File: src/rtl/alu_pkg.sv
// Shared op/state encodings and decode helpers for the multi-cycle ALU.
// Optional iterative mul/div is enabled by defining ALU_MC_MULDIV_EN.
package alu_pkg;

    localparam int unsigned OP_W = 5;

    typedef enum logic [OP_W-1:0] {
        OP_PASS  = 5'h00,
        OP_ADD   = 5'h01,
        OP_SUB   = 5'h02,
        OP_AND   = 5'h03,
        OP_OR    = 5'h04,
        OP_XOR   = 5'h05,
        OP_SLL   = 5'h06,
        OP_SRL   = 5'h07,
        OP_SRA   = 5'h08,
        OP_EQ    = 5'h09,
        OP_NE    = 5'h0A,
        OP_LTU   = 5'h0B,
        OP_GTU   = 5'h0C,
        OP_GEU   = 5'h0D,
        OP_LT    = 5'h0E,
        OP_GT    = 5'h0F,
        OP_GE    = 5'h10,
        OP_LUI   = 5'h11,
        OP_MUL   = 5'h12,
        OP_MULHU = 5'h13,
        OP_DIVU  = 5'h14,
        OP_REMU  = 5'h15,
        OP_DIV   = 5'h16,
        OP_REM   = 5'h17,
        OP_RSV18 = 5'h18,
        OP_RSV19 = 5'h19,
        OP_RSV1A = 5'h1A,
        OP_RSV1B = 5'h1B,
        OP_RSV1C = 5'h1C,
        OP_RSV1D = 5'h1D,
        OP_RSV1E = 5'h1E,
        OP_RSV1F = 5'h1F
    } alu_op_e;

    typedef enum logic [1:0] {
        IDLE = 2'd0,
        CALC = 2'd1,
        FIN  = 2'd2
    } alu_state_e;

    function automatic logic is_cmp(input alu_op_e op);
        return (op >= OP_EQ) && (op <= OP_GE);
    endfunction

    function automatic logic is_muldiv(input alu_op_e op);
        return (op >= OP_MUL) && (op <= OP_REM);
    endfunction

endpackage

File: src/rtl/alu_muldiv_iter.sv
// Iterative engine: one shift-add (mul) or restoring-subtract (div) step per cycle.
// Only compiled when ALU_MC_MULDIV_EN is defined; divide works on operand magnitudes.
`ifdef ALU_MC_MULDIV_EN
module alu_muldiv_iter
    import alu_pkg::*;
#(
    parameter int unsigned XLEN = 32
) (
    input  logic            clk,
    input  logic            rst_n,
    input  logic            start_i,
    input  logic            div_i,
    input  logic            sgn_i,
    input  logic [XLEN-1:0] srca_i,
    input  logic [XLEN-1:0] srcb_i,
    output logic            last_o,
    output logic [XLEN-1:0] hi_o,
    output logic [XLEN-1:0] lo_o
);

    localparam int unsigned CW = $clog2(XLEN + 1);

    logic [CW-1:0]   cnt_q, cnt_d;
    logic            div_q, div_d;
    logic            last_q, last_d;
    logic [XLEN-1:0] opnd_q, opnd_d;
    logic [XLEN-1:0] hi_q, hi_d;
    logic [XLEN-1:0] lo_q, lo_d;
    logic [XLEN:0]   sum_c;
    logic [XLEN:0]   shl_c;
    logic            ge_c;

    // mul: {hi,lo} shifts right, lo holds multiplier; div: {hi,lo} shifts left, lo collects quotient
    always_comb begin
        cnt_d  = cnt_q;
        div_d  = div_q;
        opnd_d = opnd_q;
        hi_d   = hi_q;
        lo_d   = lo_q;
        sum_c  = {1'b0, hi_q} + (lo_q[0] ? {1'b0, opnd_q} : '0);
        shl_c  = {hi_q, lo_q[XLEN-1]};
        ge_c   = (shl_c >= {1'b0, opnd_q});
        if (start_i) begin
            cnt_d = CW'(XLEN);
            div_d = div_i;
            hi_d  = '0;
            if (div_i) begin
                opnd_d = (sgn_i && srca_i[XLEN-1]) ? -srca_i : srca_i;
                lo_d   = (sgn_i && srcb_i[XLEN-1]) ? -srcb_i : srcb_i;
            end else begin
                opnd_d = srcb_i;
                lo_d   = srca_i;
            end
        end else if (cnt_q != '0) begin
            cnt_d = cnt_q - CW'(1);
            if (div_q) begin
                hi_d = ge_c ? XLEN'(shl_c - {1'b0, opnd_q}) : shl_c[XLEN-1:0];
                lo_d = {lo_q[XLEN-2:0], ge_c};
            end else begin
                hi_d = sum_c[XLEN:1];
                lo_d = {sum_c[0], lo_q[XLEN-1:1]};
            end
        end
        last_d = (cnt_d == CW'(1));
    end

    always_ff @(posedge clk) begin
        if (!rst_n) begin
            cnt_q  <= '0;
            div_q  <= 1'b0;
            last_q <= 1'b0;
            opnd_q <= '0;
            hi_q   <= '0;
            lo_q   <= '0;
        end else begin
            cnt_q  <= cnt_d;
            div_q  <= div_d;
            last_q <= last_d;
            opnd_q <= opnd_d;
            hi_q   <= hi_d;
            lo_q   <= lo_d;
        end
    end

    assign last_o = last_q;
    assign hi_o   = hi_q;
    assign lo_o   = lo_q;

endmodule
`endif

File: src/rtl/alu_mc.sv
// Multi-cycle ALU with registered, handshaked output; res = srcb OP srca.
// Define ALU_MC_MULDIV_EN to enable iterative MUL/MULHU/DIVU/REMU/DIV/REM.
module alu_mc
    import alu_pkg::*;
#(
    parameter int unsigned XLEN = 32,
    parameter int unsigned SHW  = $clog2(XLEN)
) (
    input  logic            clk,
    input  logic            rst_n,
    input  logic            in_valid,
    output logic            in_ready,
    input  logic [4:0]      in_op,
    input  logic [XLEN-1:0] in_srca,
    input  logic [XLEN-1:0] in_srcb,
    output logic            out_valid,
    input  logic            out_ready,
    output logic [XLEN-1:0] out_res,
    output logic            out_flag,
    output logic            out_illegal,
    output logic            busy
);

    logic            out_valid_q, out_valid_d;
    logic [XLEN-1:0] out_res_q, out_res_d;
    logic            out_flag_q, out_flag_d;
    logic            out_illegal_q, out_illegal_d;

    alu_op_e         op_c;
    logic [SHW-1:0]  shamt_c;
    logic            idle_c;
    logic            accept_c;
    logic            md_accept_c;
    logic            md_load_c;
    logic [XLEN-1:0] md_res_c;
    logic [XLEN-1:0] sc_res_c;
    logic            sc_flag_c;
    logic            sc_illegal_c;

    assign op_c     = alu_op_e'(in_op);
    assign shamt_c  = in_srca[SHW-1:0];
    assign in_ready = idle_c && (!out_valid_q || out_ready);
    assign accept_c = in_valid && in_ready;

    // Single-cycle ops; everything not listed (incl. mul/div when disabled) is illegal
    always_comb begin
        sc_res_c     = '0;
        sc_flag_c    = 1'b0;
        sc_illegal_c = 1'b0;
        case (op_c)
            OP_PASS: sc_res_c = in_srcb;
            OP_ADD:  sc_res_c = in_srcb + in_srca;
            OP_SUB:  sc_res_c = in_srcb - in_srca;
            OP_AND:  sc_res_c = in_srcb & in_srca;
            OP_OR:   sc_res_c = in_srcb | in_srca;
            OP_XOR:  sc_res_c = in_srcb ^ in_srca;
            OP_SLL:  sc_res_c = in_srcb << shamt_c;
            OP_SRL:  sc_res_c = in_srcb >> shamt_c;
            OP_SRA:  sc_res_c = $signed(in_srcb) >>> shamt_c;
            OP_EQ:   sc_flag_c = (in_srcb == in_srca);
            OP_NE:   sc_flag_c = (in_srcb != in_srca);
            OP_LTU:  sc_flag_c = (in_srcb < in_srca);
            OP_GTU:  sc_flag_c = (in_srcb > in_srca);
            OP_GEU:  sc_flag_c = (in_srcb >= in_srca);
            OP_LT:   sc_flag_c = ($signed(in_srcb) < $signed(in_srca));
            OP_GT:   sc_flag_c = ($signed(in_srcb) > $signed(in_srca));
            OP_GE:   sc_flag_c = ($signed(in_srcb) >= $signed(in_srca));
            OP_LUI:  sc_res_c = in_srcb << 16;
            default: sc_illegal_c = 1'b1;
        endcase
        if (is_cmp(op_c)) begin
            sc_res_c = XLEN'(sc_flag_c);
        end
    end

`ifdef ALU_MC_MULDIV_EN
    alu_state_e      state_q, state_d;
    alu_op_e         op_q, op_d;
    logic            a_zero_q, a_zero_d;
    logic            a_neg_q, a_neg_d;
    logic            b_neg_q, b_neg_d;
    logic            md_last;
    logic [XLEN-1:0] md_hi;
    logic [XLEN-1:0] md_lo;

    assign idle_c      = (state_q == IDLE);
    assign busy        = !idle_c;
    assign md_accept_c = accept_c && is_muldiv(op_c);
    assign md_load_c   = (state_q == FIN);

    alu_muldiv_iter #(
        .XLEN (XLEN)
    ) u_iter (
        .clk     (clk),
        .rst_n   (rst_n),
        .start_i (md_accept_c),
        .div_i   (op_c >= OP_DIVU),
        .sgn_i   ((op_c == OP_DIV) || (op_c == OP_REM)),
        .srca_i  (in_srca),
        .srcb_i  (in_srcb),
        .last_o  (md_last),
        .hi_o    (md_hi),
        .lo_o    (md_lo)
    );

    always_comb begin
        state_d  = state_q;
        op_d     = op_q;
        a_zero_d = a_zero_q;
        a_neg_d  = a_neg_q;
        b_neg_d  = b_neg_q;
        case (state_q)
            IDLE: begin
                if (md_accept_c) begin
                    state_d  = CALC;
                    op_d     = op_c;
                    a_zero_d = (in_srca == '0);
                    a_neg_d  = in_srca[XLEN-1];
                    b_neg_d  = in_srcb[XLEN-1];
                end
            end
            CALC:    if (md_last) state_d = FIN;
            FIN:     state_d = IDLE;
            default: state_d = IDLE;
        endcase
    end

    // Sign fix-up on the magnitude result; a zero divisor forces an all-ones quotient
    always_comb begin
        md_res_c = md_lo;
        case (op_q)
            OP_MULHU, OP_REMU: md_res_c = md_hi;
            OP_DIV: begin
                if (a_zero_q) begin
                    md_res_c = '1;
                end else if (a_neg_q ^ b_neg_q) begin
                    md_res_c = -md_lo;
                end
            end
            OP_REM:  md_res_c = b_neg_q ? -md_hi : md_hi;
            default: md_res_c = md_lo;
        endcase
    end

    always_ff @(posedge clk) begin
        if (!rst_n) begin
            state_q  <= IDLE;
            op_q     <= OP_PASS;
            a_zero_q <= 1'b0;
            a_neg_q  <= 1'b0;
            b_neg_q  <= 1'b0;
        end else begin
            state_q  <= state_d;
            op_q     <= op_d;
            a_zero_q <= a_zero_d;
            a_neg_q  <= a_neg_d;
            b_neg_q  <= b_neg_d;
        end
    end
`else
    assign idle_c      = 1'b1;
    assign busy        = 1'b0;
    assign md_accept_c = 1'b0;
    assign md_load_c   = 1'b0;
    assign md_res_c    = '0;
`endif

    // A consume and a new load on the same edge: the new result wins
    always_comb begin
        out_valid_d   = out_valid_q;
        out_res_d     = out_res_q;
        out_flag_d    = out_flag_q;
        out_illegal_d = out_illegal_q;
        if (out_valid_q && out_ready) begin
            out_valid_d = 1'b0;
        end
        if (accept_c && !md_accept_c) begin
            out_valid_d   = 1'b1;
            out_res_d     = sc_res_c;
            out_flag_d    = sc_flag_c;
            out_illegal_d = sc_illegal_c;
        end else if (md_load_c) begin
            out_valid_d   = 1'b1;
            out_res_d     = md_res_c;
            out_flag_d    = 1'b0;
            out_illegal_d = 1'b0;
        end
    end

    always_ff @(posedge clk) begin
        if (!rst_n) begin
            out_valid_q   <= 1'b0;
            out_res_q     <= '0;
            out_flag_q    <= 1'b0;
            out_illegal_q <= 1'b0;
        end else begin
            out_valid_q   <= out_valid_d;
            out_res_q     <= out_res_d;
            out_flag_q    <= out_flag_d;
            out_illegal_q <= out_illegal_d;
        end
    end

    assign out_valid   = out_valid_q;
    assign out_res     = out_res_q;
    assign out_flag    = out_flag_q;
    assign out_illegal = out_illegal_q;

endmodule

File: config.mk
export PLATFORM = sky130hd
export DESIGN_NAME = alu_mc
export DESIGN_NICKNAME = d
export VERILOG_FILES = /design/src/rtl/alu_pkg.sv /design/src/rtl/alu_muldiv_iter.sv /design/src/rtl/alu_mc.sv
export SDC_FILE = /design/constraint.sdc
export NUM_CORES = 1
export LEC_CHECK = 0
export BUFFER_PORTS_ARGS = -buffer_cell sky130_fd_sc_hd__buf_2
export CORE_ASPECT_RATIO = 1.2
export CORE_MARGIN = 3
export CORE_UTILIZATION = 52
export DETAILED_ROUTE_END_ITERATION = 10
export PLACE_DENSITY_LB_ADDON = 0.15
export SYNTH_ARGS = -nofsm -noshare
export SYNTH_HDL_FRONTEND = slang
export SYNTH_HIERARCHICAL = 1
export SYNTH_SLANG_ARGS = --single-unit
File: constraint.sdc
create_clock -name clk -period 4.2 [get_ports clk]
set_clock_uncertainty 0.05 [all_clocks]
set_input_delay 0.42 -clock clk [delete_from_list [all_inputs] [get_ports clk]]
set_output_delay 0.42 -clock clk [all_outputs]
set_load 0.05 [all_outputs]
==> results.rst, run 1 <==
.. list-table::
   :header-rows: 1

   * - Metric
     - Value
   * - PnR Total Power
     - around 2.2 mW
   * - Kind of path behind the tightest hold check
     - input port to flop
   * - Remaining max-slew budget at the tightest pin
     - 19.3%
   * - Synthesized area
     - between 10000 and 15000 um^2
   * - FF+latch count, synth
     - 35
   * - Number of nets produced by synthesis
     - approximately 1700
   * - Routed WL
     - between 50 and 60 mm
   * - Status
     - completed
   * - Slew at the pin closest to its max-slew limit
     - around 1200 ps
   * - PwrDens
     - around 190 nW/um^2
   * - Count of antenna-violating nets left after detailed routing
     - 0
   * - Number of gates resized after CTS
     - 0
   * - CTS tree
     - done
   * - Post-synth top area cell
     - ha_1
   * - Post-synthesis sequential area ratio
     - 6.51%
   * - Vias in the first global route
     - roughly 12000
   * - Floorplan die area
     - between 20000 and 25000 um^2
   * - Number of max-capacitance violations reported
     - 0
   * - Maximum net fanout on the critical path
     - 13
   * - Crit end category
     - flop
   * - Clock Root Buffer
     - clkbuf_16
   * - Fmax
     - between 200 and 300 MHz
   * - Synth Area per Inst
     - 7.13 um^2
   * - Number of placement rows
     - 57
   * - DRC violations left
     - 0
   * - Library cells used by synthesis
     - 100
   * - Maximum number of pins on one net before global-route repair
     - 55
   * - Vias
     - 13447
   * - Clock Tree Buf Depth
     - 2
   * - Count of final hold-check violations
     - 0
   * - Setup Fix Bufs, Post-CTS
     - 0
   * - Initial antenna violation count
     - 3
   * - Area growth from synthesis to final layout
     - 9.13%
   * - DIE HEIGHT
     - between 150 and 200 um
   * - Portion of the clock cycle consumed by the worst path in the final layout
     - ~87%
   * - Clock latency on the worst-skew pair
     - 300 ps
   * - Post-DR wirelength/cell
     - a little under 30 um
   * - Static leakage power
     - about 5.2 nW
   * - Highest ir drop seen on vdd
     - around 130 uV
   * - Total track usage
     - between 40% and 50%
   * - GRT overflow
     - 0
   * - Ratio of cells with drive above 1 in the final layout
     - ~18%
   * - Req. time, crit path
     - between 4000 and 5000 ps
   * - CP arrival
     - ~3900 ps
   * - Number of top-level design ports
     - between 100 and 150
   * - Final count of negative-setup-slack endpoints
     - 0
   * - CTS clock-pin slew for the worst setup and hold paths
     - approximately 70 ps
   * - Fin nets
     - between 1500 and 2000
   * - EDFF count, synth
     - 0
   * - Final Critical Period
     - around 3700 ps
   * - Number of violations reported at the end of detailed-routing iteration 0
     - just over 2000
   * - Detailed-routing iteration count for the pre-antenna-repair pass
     - 6
   * - Area share of the largest cell type after synthesis
     - 12.1%
   * - Final sum of negative setup slack
     - 0 ps
   * - RSZ-0062 raised after global routing
     - no
   * - Post-synth ARST share
     - 0%
   * - Die width
     - between 100 and 150 um
   * - Sinks on Clock Net
     - 35
   * - Clock buffers created by TritonCTS
     - 5
   * - Element type at the critical path start
     - input port
   * - Placed wire-length estimate after detailed placement
     - between 30 and 40 mm
   * - Average vias per placed instance
     - between 7 and 8
   * - Start-to-end type of the worst setup path
     - input port to flop
   * - Number of buffers added on ports
     - 108
   * - First-pass GRT wire length
     - just under 80 mm
   * - Starting Density
     - 53.0%
   * - Main flop type after synthesis
     - dfxtp_1
   * - Commonest cells in the netlist
     - nor2_1, nand2_1, a21oi_1
   * - Final Wtd Congestion
     - roughly 1.1
   * - Post-cts hold buffer count
     - 0
   * - Synthesized netlist cell count
     - 1510
   * - Final core utilization
     - 57.8%
   * - Number of max-slew violations in the final report
     - 0
   * - H-tree level count
     - 2
   * - Cells taking the most area after synthesis
     - ha_1, mux4_2, dfxtp_1, a21oi_1, nor2_1
   * - Placeable core region
     - approximately 20000 um^2
   * - Number of warnings issued by yosys
     - 6
   * - Most frequent cell after synthesis
     - nor2_1
-- cell usage in the layout (no fill, tap or decap), types with 14 or more instances in the layout --
master    instances
a211oi_1         29
a22oi_1          25
nor4_1           21
o211ai_1         27
nand3_1          25
nor2_1          150
mux4_2           41
mux2_2           17
a221oi_1         32
nand4_1          14
inv_1            91
a21oi_1         119
o31ai_1          14
a21o_1           21
nor2b_1          18
nand2_1         124
o21ai_0          92
buf_2           107
buf_4            63
and3_1           20
nand2b_1         16
dfxtp_1          35
nor3_1           34
ha_1            104
mux2i_1          54
a221o_1          17
o22ai_1          14
-- worst max-delay path, stage by stage --
cell and delay (ps):
buf_2 360, inv_1 90, ha_1 440, nor4_1 830
nand4_1 200, or4_1 590, clkinv_1 120, a21oi_1 70
nor3_1 200, a41oi_1 70, a311o_1 390, nand2_1 70
-- cells by family (layout without fill, tap and decap cells) --
family	after synthesis	count (layout)	synth area share [%]
other cells	1	2	0.0348
simple gates	481	481	21.6
fa+ha+maj	106	106	12.5
flops	35	35	6.51
xor+xnor	9	9	0.732
buf+inv	230	277	8.67
mux	114	114	15.6
compound gates	534	534	34.5
-- stage by stage --
step / hold WS [ps] / setup WS, ps / instances / instance area [um^2]
floorplan: 509 / 421 / 1510 / 10800
global route: 375 / 425 / 1822 / 11800
global placement: 381 / 428 / 1814 / 11600
detailed placement: 385 / 374 / 1814 / 11600
finish: 344 / 547 / 1823 / 11800
CTS: 345 / 667 / 1822 / 11800
-- path summary, 6_finish.rpt --
path,startpoint,to,slack (ps),cells past startpoint
max reg2reg,out_valid,out_res[26],1650,8
min reg2reg,out_res[26],out_res[26],400,2
min,in_valid,out_valid,340,3
max,in_srcb[11],out_flag,550,12
-- registers in the layout, indices dropped and copies added, names as in the netlist --
register,count
out_res,32
out_flag,1
out_illegal,1
out_valid,1
-- layer usage --
metal / routed length (um) / vias to the layer above / GRT usage (%)
met5: 20 / - / 0
met4: 4340 / 2 / 29.6
met3: 7320 / 277 / 13.5
met2: 22500 / 1114 / 67.8
met1: 18900 / 6262 / 58.0
li1: - / 5792 / -
-- where the power goes --
group	internal, mW	leakage (nW)	switching, mW
sequential	0.342	0.283	0.00752
clock	0.254	0.0772	0.191
combinational	0.479	4.83	0.924
-- final cells by class --
cell class              instances  area [um^2]
diodes                          1         2.50
clock buffers                   8          156
fillers                      1988         8570
inverters                      97          364
multi-input cells            1245         9150
flip-flops and latches         35          701
well taps                     265          332
repair buffers                172         1050
No activity file was read; power rests on OpenSTA's default activity.
==> inputs of run 2 (changes only) <==
CORE_MARGIN = 2   (was 3)
CORE_UTILIZATION = 55   (was 52)
CTS_CLUSTER_SIZE = 12   (was not set)
==> results.rst, run 2 (synthesis results as in run 1) <==
.. list-table::
   :header-rows: 1

   * - Metric
     - Value
   * - Sinks on Clock Net
     - 35
   * - Placed wire-length estimate after detailed placement
     - 37.8 mm
   * - First-pass GRT wire length
     - 74.5 mm
   * - Number of max-capacitance violations reported
     - 0
   * - Clock Tree Buf Depth
     - 2
   * - Count of antenna-violating nets left after detailed routing
     - 0
   * - Relative contribution of sequential cells to total power
     - around 15%
   * - R2R Path End
     - out_res[16]
   * - CTS clock-pin slew for the worst setup and hold paths
     - roughly 60 ps
   * - Combinational cell fraction of total power
     - between 60% and 70%
   * - Status
     - completed
   * - Number of placement rows
     - 56
   * - Number of violations reported at the end of detailed-routing iteration 0
     - between 2000 and 2500
   * - H-tree level count
     - 2
   * - Number of inserted diodes
     - 0
   * - Area growth from synthesis to final layout
     - 8.86%
   * - Detailed-routing iteration count for the pre-antenna-repair pass
     - 6
   * - Worst path buffer plus inverter count
     - 2
   * - Total area of multi-input combinational cells
     - between 9000 and 10000 um^2
   * - Source of the worst register-to-register timing path
     - out_valid
   * - Non-Filler Instances
     - between 1500 and 2000
   * - Worst path max stage delay
     - 760 ps
   * - Minimum setup slack among reg-to-reg paths
     - between 1500 and 2000 ps
   * - WHS Path Cells
     - 3
   * - Leading cell type in the layout, fill and taps excluded
     - nor2_1
   * - Element type at the critical path start
     - input port
   * - Die width
     - 132 um
   * - Post-cts hold buffer count
     - 0
   * - Footprint of the flip-flops and latches
     - approximately 700 um^2
   * - Clock Root Buffer
     - clkbuf_16
   * - Origin of the worst min-delay path
     - in_valid
   * - Highest-count cells in the layout ignoring fill and taps
     - nor2_1, nand2_1, a21oi_1
   * - Post-DR wirelength/cell
     - around 28 um
   * - DIE HEIGHT
     - between 150 and 200 um
   * - Maximum net fanout on the critical path
     - 10
   * - Slew at the pin closest to its max-slew limit
     - between 1000 and 1500 ps
   * - Number of buffers added on ports
     - about 110
   * - CTS tree
     - done
   * - Total track usage
     - 46.8%
   * - Start-to-end type of the worst setup path
     - input port to flop
   * - Clock buffers created by TritonCTS
     - 5
   * - Setup Fix Bufs, Post-CTS
     - 0
   * - Number of top-level design ports
     - between 100 and 150
   * - CP arrival
     - about 4000 ps
   * - Final Wtd Congestion
     - roughly 1.1
   * - Number of max-slew violations in the final report
     - 0
   * - Placed instance count
     - approximately 1800
   * - Number of gates resized after CTS
     - 0
   * - Remaining max-slew budget at the tightest pin
     - ~26%
   * - DRC violations left
     - 0
   * - Share of total power in the clock network
     - roughly a quarter
   * - Net switching power figure
     - between 1 and 1.5 mW
   * - Placeable core region
     - 19400 um^2
   * - Starting Density
     - 55.5%
   * - GRT overflow
     - 0
   * - Ratio of cells with drive above 1 in the final layout
     - between 15 and 20%
   * - Flip-flop count of the largest register after layout
     - 32
   * - Ordered cell list for the critical path
     - buf_2 > inv_1 > ha_1 > nor4_2 > nand4_1 > or4_1 > and3_1 > a21oi_1 > nor3_1 > a41oi_1 > a311o_1 > nand2_1
   * - RSZ-0062 raised after global routing
     - no
   * - Routed WL
     - ~50 mm
   * - Maximum number of pins on one net before global-route repair
     - 74
   * - Portion of the clock cycle consumed by the worst path in the final layout
     - about 92%
   * - Initial antenna violation count
     - 2
   * - Clock latency on the worst-skew pair
     - roughly 300 ps
   * - Vias in the first global route
     - approximately 12000
   * - CP max stage cell
     - nor4_2
   * - Static leakage power
     - slightly above 5 nW
   * - Kind of path behind the tightest hold check
     - input port to flop
   * - Cell Int Power
     - 1.16 mW
   * - Switching part of the total power
     - between 40 and 50%
   * - Final sum of negative setup slack
     - 0 ps
   * - Fin nets
     - between 1500 and 2000
   * - Highest ir drop seen on vdd
     - between 150 and 200 uV
   * - Vias
     - about 13000
   * - Worst path top cell family by delay
     - simple AND/OR/NAND/NOR gates
   * - Floorplan die area
     - about 21000 um^2
   * - Count of final hold-check violations
     - 0
   * - Final Critical Period
     - between 3000 and 4000 ps
   * - Worst min-delay path endpoint
     - out_valid
   * - Req. time, crit path
     - about 4300 ps
   * - Average vias per placed instance
     - 7.39
   * - Final count of negative-setup-slack endpoints
     - 0
   * - Final-layout fill cell count
     - between 1500 and 2000
   * - Crit end category
     - flop
   * - Depth of the most critical reg-to-reg path
     - 8
   * - Fmax
     - roughly 260 MHz
   * - PwrDens
     - roughly 190 nW/um^2
## run 2: cell types whose count changed in the layout (fill, tap and decap cells not counted), sizes merged
cell,delta
clkbuf,-3
buf,-6
bufinv,+2
clkinvlp,+1
diode,-1
## run 2: final cells by class
| cell class | count | share of cell area [%] |
|---|---|---|
| inverter | 97 | 3.11 |
| tap | 261 | 2.79 |
| multi-input combinational | 1245 | 78.0 |
| clock buffer | 5 | 1.07 |
| sequential | 35 | 5.98 |
| clock inverter | 3 | 0.576 |
| timing repair buffer | 166 | 8.45 |
## run 2: worst max path at each step
stage                      from           to  cells after the start
detailed placement  in_srcb[24]     out_flag                     12
finish              in_srcb[24]   out_res[0]                     12
CTS                 in_srcb[24]   out_res[0]                     12
floorplan            in_srca[3]  out_res[24]                     15
global route        in_srcb[24]   out_res[0]                     12
global placement    in_srcb[26]     out_flag                     12
## run 2: per-stage QoR
| step | instance area [um^2] | hold WS, ps | total power [mW] | setup slack [ps] | util (%) |
|---|---|---|---|---|---|
| 2_1_floorplan | 10800 | 509 | 1.26 | 421 | - |
| 3_3_place_gp | 11500 | 385 | 1.65 | 292 | 59.4 |
| 3_5_place_dp | 11500 | 392 | 1.66 | 246 | 59.4 |
| 4_1_cts | 11700 | 361 | 2.21 | 549 | 60.4 |
| 5_1_grt | 11700 | 409 | 2.35 | 365 | 60.4 |
| 6_report | 11700 | 362 | 2.26 | 325 | 60.4 |
## run 2: power by group through the flow
stage | Sequential (mW) | Combinational, mW | Clock, mW
3_5_place_dp | 0.356 | 1.30 | 0
3_3_place_gp | 0.356 | 1.30 | 0
4_1_cts | 0.348 | 1.31 | 0.548
5_1_grt | 0.349 | 1.45 | 0.556
2_1_floorplan | 0.389 | 0.871 | 0
6_report | 0.349 | 1.37 | 0.548
## run 2: worst register-to-register path: stages (launching register included)
cell	delay, ps
dfxtp_1	310
nand2b_1	170
nand2_1	100
buf_4	240
a221oi_1	360
and3_1	200
o311ai_1	160
a2111oi_0	710
nor4b_2	110
## run 2: metal layers
layer  vias to the layer above  global-route usage (%)  routed length, um
met5                         -                       0                 11
met3                       268                    12.0               7460
met2                      1113                    69.2              20300
met4                         2                    28.9               3890
li1                       5763                       -                  -
met1                      6238                    61.1              18200
